## src/rtl/blink_frame_gen.sv

```systemverilog
// rtl/blink_frame_gen.sv - blinking-eyes RGB565 pixel source; optional random blink period under BLINK_RANDOM_EN
module blink_frame_gen #(
    parameter int          LCD_W         = 132,
    parameter int          LCD_H         = 162,
    parameter int          EYE_W         = 24,
    parameter int          EYE_H         = 32,
    parameter int          EYE_Y0        = 50,
    parameter int          EYE_LX0       = 30,
    parameter int          EYE_RX0       = 78,
    parameter int          LID_STEP      = 4,
    parameter int          BLINK_PERIOD  = 90,
    parameter int          CLOSED_FRAMES = 3,
    parameter logic [15:0] FG            = 16'hFFFF,
    parameter logic [15:0] BG            = 16'h0000
) (
    input  logic        clk,
    input  logic        rst,
    input  logic [7:0]  ram_addr_x,
    input  logic [7:0]  ram_addr_y,
    input  logic        blink_now,
    output logic [15:0] ram_data,
    output logic        blinking
);

`ifdef BLINK_RANDOM_EN
    localparam int CNT_W = 9;
`else
    localparam int CNT_W = 8;
`endif

    typedef enum logic [1:0] {OPEN, CLOSING, CLOSED, OPENING} state_t;

    // Geometry bounds held in 9 bits so the comparisons cannot wrap
    localparam logic [8:0] X_MAX  = 9'(LCD_W);
    localparam logic [8:0] Y_MAX  = 9'(LCD_H);
    localparam logic [8:0] LX_LO  = 9'(EYE_LX0);
    localparam logic [8:0] LX_HI  = 9'(EYE_LX0 + EYE_W);
    localparam logic [8:0] RX_LO  = 9'(EYE_RX0);
    localparam logic [8:0] RX_HI  = 9'(EYE_RX0 + EYE_W);
    localparam logic [8:0] Y_LO   = 9'(EYE_Y0);
    localparam logic [8:0] Y_HI   = 9'(EYE_Y0 + EYE_H);

    localparam logic [5:0] LID_MAX = 6'(EYE_H);
    localparam logic [5:0] LID_INC = 6'(LID_STEP);
    localparam logic [CNT_W-1:0] CLOSED_M1 = CNT_W'(CLOSED_FRAMES - 1);

    state_t           state;
    logic [5:0]       lid;
    logic [CNT_W-1:0] frame_cnt;
    logic [CNT_W-1:0] period_m1;
    logic [7:0]       prev_x;
    logic [7:0]       prev_y;
    logic             tick;

    logic [8:0] x9;
    logic [8:0] y9;
    logic [8:0] dy;
    logic       in_panel;
    logic       in_eye_x;
    logic       in_eye_y;
    logic       eye_hit;
    logic [6:0] lid_sum;
    logic [5:0] lid_up;
    logic [5:0] lid_dn;

    assign tick = (ram_addr_x == 8'd0) && (ram_addr_y == 8'd0) &&
                  ((prev_x != 8'd0) || (prev_y != 8'd0));

    assign x9       = {1'b0, ram_addr_x};
    assign y9       = {1'b0, ram_addr_y};
    assign dy       = y9 - Y_LO;
    assign in_panel = (x9 < X_MAX) && (y9 < Y_MAX);
    assign in_eye_x = ((x9 >= LX_LO) && (x9 < LX_HI)) || ((x9 >= RX_LO) && (x9 < RX_HI));
    assign in_eye_y = (y9 >= Y_LO) && (y9 < Y_HI);
    assign eye_hit  = in_panel && in_eye_x && in_eye_y && (dy >= {3'b000, lid});

    // Lid moves saturate at fully closed and fully open
    assign lid_sum = {1'b0, lid} + {1'b0, LID_INC};
    assign lid_up  = (lid_sum >= {1'b0, LID_MAX}) ? LID_MAX : lid_sum[5:0];
    assign lid_dn  = (lid <= LID_INC) ? 6'd0 : (lid - LID_INC);

`ifdef BLINK_RANDOM_EN
    localparam logic [7:0] LFSR_SEED = 8'hA5;
    logic [7:0] lfsr;
    logic [8:0] period;
    logic       enter_open;

    assign enter_open = tick && (state == OPENING) && (lid_dn == 6'd0);
    assign period_m1  = period - 9'd1;

    // LFSR advances once per frame; a fresh period is latched whenever the eyes reopen
    always_ff @(posedge clk) begin
        if (rst) begin
            lfsr   <= LFSR_SEED;
            period <= 9'(BLINK_PERIOD) + {3'b000, LFSR_SEED[5:0]};
        end else begin
            if (tick) begin
                lfsr <= {lfsr[6:0], lfsr[7] ^ lfsr[5] ^ lfsr[4] ^ lfsr[3]};
            end
            if (enter_open) begin
                period <= 9'(BLINK_PERIOD) + {3'b000, lfsr[5:0]};
            end
        end
    end
`else
    assign period_m1 = CNT_W'(BLINK_PERIOD - 1);
`endif

    // Remember the last address so a return to (0,0) marks a new frame
    always_ff @(posedge clk) begin
        if (rst) begin
            prev_x <= 8'd0;
            prev_y <= 8'd0;
        end else begin
            prev_x <= ram_addr_x;
            prev_y <= ram_addr_y;
        end
    end

    // One-cycle pixel pipeline using the lid level of the current frame
    always_ff @(posedge clk) begin
        if (rst) begin
            ram_data <= BG;
        end else begin
            ram_data <= eye_hit ? FG : BG;
        end
    end

    // Blink sequencer: lid and state only move on frame ticks, except the blink_now kick-off
    always_ff @(posedge clk) begin
        if (rst) begin
            state     <= OPEN;
            lid       <= 6'd0;
            frame_cnt <= '0;
            blinking  <= 1'b0;
        end else begin
            case (state)
                OPEN: begin
                    if (blink_now || (tick && (frame_cnt == period_m1))) begin
                        state     <= CLOSING;
                        frame_cnt <= '0;
                        blinking  <= 1'b1;
                    end else if (tick) begin
                        frame_cnt <= frame_cnt + 1'b1;
                    end
                end
                CLOSING: begin
                    if (tick) begin
                        lid <= lid_up;
                        if (lid_up == LID_MAX) begin
                            state <= CLOSED;
                        end
                    end
                end
                CLOSED: begin
                    if (tick) begin
                        if (frame_cnt == CLOSED_M1) begin
                            state     <= OPENING;
                            frame_cnt <= '0;
                        end else begin
                            frame_cnt <= frame_cnt + 1'b1;
                        end
                    end
                end
                OPENING: begin
                    if (tick) begin
                        lid <= lid_dn;
                        if (lid_dn == 6'd0) begin
                            state    <= OPEN;
                            blinking <= 1'b0;
                        end
                    end
                end
                default: begin
                    state    <= OPEN;
                    blinking <= 1'b0;
                end
            endcase
        end
    end

endmodule

```

## config.mk

```make
export PLATFORM = sky130hd
export DESIGN_NAME = blink_frame_gen
export DESIGN_NICKNAME = d
export VERILOG_FILES = /design/src/rtl/blink_frame_gen.sv
export SDC_FILE = /design/constraint.sdc
export NUM_CORES = 1
export LEC_CHECK = 0
export ABC_AREA = 1
export CAP_MARGIN = 20
export CORE_MARGIN = 2
export CORE_UTILIZATION = 30
export CTS_BUF_LIST = sky130_fd_sc_hd__clkbuf_2
export CTS_CLUSTER_DIAMETER = 80
export DETAILED_ROUTE_END_ITERATION = 6
export MAX_ROUTING_LAYER = met4
export SLEW_MARGIN = 20
export SYNTH_ARGS = -nofsm -noshare
export SYNTH_HDL_FRONTEND = slang
export SYNTH_SLANG_ARGS = --single-unit
```

## constraint.sdc

```tcl
create_clock -name clk -period 2.25 [get_ports clk]
set_clock_uncertainty 0.2 [all_clocks]
set_input_delay 0.45 -clock clk [delete_from_list [all_inputs] [get_ports clk]]
set_output_delay 0.45 -clock clk [all_outputs]
set_load 0.01 [all_outputs]
```

==> results of run 1 <==
[through the flow]
step	setup slack, ps	util	hold WS, ps	instance area (um^2)	std cells
floorplan	232	-	226	2330	351
global placement	-267	0.381	239	2920	498
detailed placement	-357	0.381	243	2920	498
CTS	60.5	0.394	266	3010	506
global route	9.64	0.395	288	3020	506
finish	84.4	0.395	264	3020	506
[cells in the final DEF (no fill, tap or decap), types with 2 or more instances in the layout]
cell,Yosys,layout
xor2_1,6,6
buf_12,0,2
a21oi_1,10,10
nand3_1,21,21
o2111ai_1,2,2
inv_1,60,60
ha_1,18,18
bufinv_16,0,2
nor2_4,2,2
clkdlybuf4s50_1,0,35
o21ai_2,3,3
nand4_1,5,5
a21oi_4,1,2
nand2_1,64,64
buf_4,15,26
dfxtp_1,34,33
clkinv_1,3,3
o21ai_1,3,4
nor2_1,60,59
nand2_2,6,6
nand3_2,2,2
a31oi_1,2,2
nor3_1,4,4
a21oi_2,3,2
nor2_2,4,5
o21ai_0,12,11
clkbuf_2,0,5
inv_2,2,2
[cells in the mapped netlist, types with 3 or more instances]
master | n | area share
buf_4 | 15 | 0.048
dfxtp_1 | 34 | 0.29
xor2_1 | 6 | 0.023
a21oi_1 | 10 | 0.021
clkinv_1 | 3 | 0.0048
nor3_1 | 4 | 0.0086
o21ai_2 | 3 | 0.011
nand4_1 | 5 | 0.013
o21ai_0 | 12 | 0.026
nand3_1 | 21 | 0.045
nor2_1 | 60 | 0.097
ha_1 | 18 | 0.097
inv_1 | 60 | 0.097
nor2_2 | 4 | 0.011
o21ai_1 | 3 | 0.0064
a21oi_2 | 3 | 0.011
nand2_1 | 64 | 0.10
nand2_2 | 6 | 0.016
[area by class of cell]
cell class              instances  area (um^2)  area share
clock buffers                   5         25.0     0.00828
clock inverters                 3         68.8      0.0228
repair buffers                 63          586       0.194
inverters                      65          244      0.0807
well taps                     102          128      0.0422
flip-flops and latches         34          684       0.226
multi-input cells             234         1290       0.426
[routing by layer]
metal / part of all wire / routed length, um
met1: 0.48 / 2310
met2: 0.48 / 2340
met3: 0.022 / 106
met4: 0.014 / 67
met5: 0 / 0
[kinds of logic (layout without fill, tap and decap cells)]
kind of cell | Yosys count | in the layout
buffers and inverters | 83 | 136
and+or+nand+nor | 171 | 171
xor gates and xnor gates | 7 | 7
DFF | 34 | 34
adders and majority gates | 18 | 18
AOI/OAI and AO/OA | 38 | 38
[sequential cells by signal, summed over array words and instances (netlist names)]
register   count
ram_data       1
state          2
frame_cnt      8
prev_y         8
lid            6
prev_x         8
blinking       1
[power breakdown]
group | switching, uW | internal [uW]
Sequential | 35.6 | 655
Clock | 228 | 301
Combinational | 422 | 352
[timing repair]
action | CTS | global route
endpoints found under the setup margin | 16 | 10
cloned | 0 | 0
resized for setup | 1 | 4
[worst register-to-register path, delay by kind of cell, from the launching register on]
kind	cells	cell delay (ps)
adders and majority gates	1	240
DFF	1	470
AOI/OAI and AO/OA	2	230
and+or+nand+nor	7	630
buffers and inverters	1	130
[worst paths after layout]
path | from | endpoint | slack [ps] | depth (start not counted)
worst min register to register | blinking | blinking | 260 | 2
worst max-delay path | ram_addr_y[1] | ram_data[14] | 80 | 10
worst min-delay path | blinking | blinking | 260 | 2
worst max register to register | lid[2] | blinking | 290 | 11
==> flow_summary.toml, run 1 <==
[worst_setup_path]
critPathTopFamily = "buffers and inverters"
critPathCaptureType = "flop"
start_kind = "input port"
slowest_stage = "clkdlybuf4s50_1"
critPathMaxStageDelay_ps = 520
worstPathCellList = "clkdlybuf4s50_1 > inv_1 > ha_1 > xor2_1 > ha_1 > nand2_1 > nor3b_1 > o21ai_1 > and3_1 > nor2_1"
cp_max_fo = 3
criticalPathCategory = "in2reg"
critPathBufInv = 2
crit_top_cell = "ha_1"
cp.required_ps = 2390
critPathArrivalTime_ps = 2310

[route]
drt_iter0_markers = 40
routed-via-count = 2154
wl_mm = 4.82
wire_per_inst_um = 9.53
viasPerCell = 4.26
drcViolationCount = 0
final_antenna_net_count = 0
drtPass1Iterations = 4

[floorplan]
die_width_um = 92.2
ios = 36
core_um2 = 7650
dieHeight_um = 92.2
rows = 32
start_util = 0.305
die-area_um2 = 8500

[synth]
synthDistinctLibCells = 32
seq_area_frac_synth = 0.292
syn_avg_cell_area_um2 = 6.65
synth_top_family_by_area = "simple AND/OR/NAND/NOR gates"
synthCells = 351
ys.flop_type = "dfxtp_1"
async_flop_share = 0
synth_xor_area_frac = 0.0263
synth_seq_cells = 34
muxShareOfSynthArea = 0
synth_compound_area_frac = 0.102
synth-simple-area-share = 0.322
syn-num-nets = 388
syn_area_um2 = 2330
synth-edff-count = 0
synthAdderAreaFrac = 0.0965
yosysWarnings = 0

[placed_design]
gp_congestion = 0.839
place.detailed.hpwl_mm = 3.92
portBuffers = 35

[global_route]
antenna_found_initial = 0
grt_usage = 0.125
grt_pass1_vias = 2043
grtUsageMet2 = 0.223
grt_pass1_wl_mm = 8.65
grt-busiest-layer = "met2"
groute.layer.met1.usage = 0.148
met3_usage = 0.0189
grt_start_max_net_pins = 18
gr-total-overflow = 0

[final_layout]
area_growth_pct = 29.5
nets = 440
num_antenna_cells = 0
fill_cells = 787
final_layout_size_suffix_gt1_frac = 0.153

[power_and_ir_drop]
power_uw = 1990
p_per_area_nw_per_um2 = 660
ir_drop_mv = 0.252
p_leak_uw = 0.00139

[cts]
clkTransAtPathRegs_ps = 190
cts_root_buf = "clkbuf_2"
hold_buffers = 0
cts_setup_buffers = 0
worstSkewPairLatency_ps = 390
clk_path_buf_depth = 2
htree_levels = 2
cts_made_buffers = 5
cts.sinks = 34
cts_tree = "built"

[sta]
fin_setup_tns_ps = 0
worst_pin_slew_ps = 354
fin_crit_ps = 2170
hold_viol = 0
maxSlewHeadroom = 0.764
fmax_mhz = 462
finalCritPeriodShare = 0.962
setup_violations = 0
rsz0062_at_grt = "no"
final_max_slew_viol_count = 0

[run]
drv_cap = 0

[status]
status = "completed"

[hold_path]
hp-class = "reg2reg"
Note: power is estimated with default switching activity, not from simulation.
==> run 2, diff against run 1 <==
--- a/config.mk
+++ b/config.mk
@@ -13,6 +13,7 @@
 export CTS_CLUSTER_DIAMETER = 80
 export DETAILED_ROUTE_END_ITERATION = 6
 export MAX_ROUTING_LAYER = met4
+export SKIP_LAST_GASP = 1
 export SLEW_MARGIN = 20
 export SYNTH_ARGS = -nofsm -noshare
 export SYNTH_HDL_FRONTEND = slang
==> run 2 against run 1 <==
  * Clock power about the same
  * First-iteration DRC count down 5.0%
  * Via count down 0.37%
  * Sequential power about the same
  * Fmax up 0.15%
  * Register-to-register slack about the same
  * Non-clock buffer count unchanged
  * Sequential share of layout area up 0.056 points
  * Global-route usage unchanged
  * Setup slack better by 3.3 ps
  * Hold slack about the same
==> flow_summary.toml, run 2 (same netlist as run 1, synthesis figures left out) <==
[worst_setup_path]
criticalPathCategory = "in2reg"
worstPathCellList = "clkdlybuf4s50_1 > inv_1 > ha_1 > xor2_1 > ha_1 > nand2_1 > nor3b_1 > o21ai_1 > and3_1 > nor2_1"
critPathArrivalTime_ps = 2310
cp_max_fo = 3
critPathBufInv = 2
critPathMaxStageDelay_ps = 520
cp.required_ps = 2390
ff2ff_path_depth = 11
critPathTopFamily = "buffers and inverters"
rrSetupSlack_ps = 290
crit_path_start = "ram_addr_y[1]"
slowest_stage = "clkdlybuf4s50_1"
crit_top_cell = "ha_1"
critPathCaptureType = "flop"
r2r-end = "blinking"
start_kind = "input port"
rr_startpoint = "lid[2]"

[final_layout]
final_cell_mix = "nand2_1, inv_1, nor2_1"
num_antenna_cells = 0
multi_input_area_um2 = 1280
top_regs = "frame_cnt (8), prev_x (8), prev_y (8)"
final_common_cell = "nand2_1"
finish.utilization = 0.394
fin_area_um2 = 3020
area_growth_pct = 29.2
instances_no_fill = 506
final_layout_size_suffix_gt1_frac = 0.153
fill_cells = 787
regArea_um2 = 684
nets = 440

[placed_design]
gp_congestion = 0.839
dp_cells = 498
portBuffers = 35
place.detailed.hpwl_mm = 3.92
placed_area_um2 = 2920

[power_and_ir_drop]
clkPwrFrac = 0.269
pwr-share-comb = 0.381
switching_share = 0.342
p_per_area_nw_per_um2 = 654
switchingPower_uw = 675
ir_drop_mv = 0.235
seqPwrFrac = 0.350
p_leak_uw = 0.00139
power.internal_uw = 1300

[sta]
fmax_mhz = 462
maxSlewHeadroom = 0.763
finalCritPeriodShare = 0.961
rsz0062_at_grt = "yes"
worst_pin_slew_ps = 356
fin_crit_ps = 2160
hold_viol = 0
setup_violations = 0
final_max_slew_viol_count = 0

[cts]
worstSkewPairLatency_ps = 390
clkTransAtPathRegs_ps = 190
cts.sinks = 34
cts_root_buf = "clkbuf_2"
htree_levels = 2
cts_tree = "built"
clk_path_buf_depth = 2
cts_made_buffers = 5
cts_setup_buffers = 0

[global_route]
grt_usage = 0.125
gr-total-overflow = 0
grt_start_max_net_pins = 18
antenna_found_initial = 0
grt_pass1_vias = 2043
grt_pass1_wl_mm = 8.65

[floorplan]
core_um2 = 7650
die_width_um = 92.2
rows = 32
die-area_um2 = 8500
start_util = 0.305
dieHeight_um = 92.2
ios = 36

[hold_path]
worstHoldStart = "blinking"
hp-class = "reg2reg"
hold_depth = 2
holdPathEnd = "blinking"

[route]
drcViolationCount = 0
drtPass1Iterations = 4
final_antenna_net_count = 0
viasPerCell = 4.24
wire_per_inst_um = 9.52
routed-via-count = 2146
wl_mm = 4.82
drt_iter0_markers = 38

[status]
status = "completed"

[run]
drv_cap = 0
run 2: final cells by class:
cell class / count / share of cell area
Clock buffer: 5 / 0.00830
Clock inverter: 3 / 0.0228
Inverter: 65 / 0.0809
Multi-Input combinational cell: 234 / 0.424
Sequential cell: 34 / 0.227
Tap cell: 102 / 0.0423
Timing Repair Buffer: 63 / 0.194
run 2: through the flow:
stage	power, uW	setup slack (ps)	hold WS [ps]	TNS (ps)
after global routing	2130	-7.96	288	-9.46
after CTS	1990	60.5	266	0
after detailed placement	1460	-357	243	-2800
after global placement	1450	-267	239	-2340
after floorplan	1200	232	226	0
final	1970	87.7	264	0
run 2: power by group through the flow:
stage	Sequential, uW	Combinational (uW)	Clock (uW)
final	691	752	530
after global routing	699	862	568
after CTS	694	756	545
after detailed placement	707	753	0
after global placement	704	746	0
after floorplan	702	498	0
run 2: repair_timing:
| action | CTS | global route |
|---|---|---|
| endpoints found under the setup margin | 16 | 10 |
| resized for setup | 1 | 3 |
| hold buffers | 0 | 0 |
| pin swaps | 0 | 0 |
run 2: worst max path at each step:
stage	depth (start not counted)	endpoint	slack, ps
finish	10	ram_data[14]	90
global route	14	state[0]	-8
CTS	1	ram_data[13]	60
detailed placement	12	ram_data[14]	-360
global placement	12	ram_data[14]	-270
floorplan	11	ram_data[14]	230
run 2: per-layer routing:
layer	routed length, um	global-route usage	vias up
li1	-	-	1179
met1	2310	0.148	932
met2	2330	0.223	28
met3	107	0.0189	7
met4	67	0.0336	0
met5	0	-	-
run 2: worst min-delay path, stage by stage, from the launching register on:
cell and delay [ps]:
dfxtp_1 350, inv_1 50, a21oi_1 50
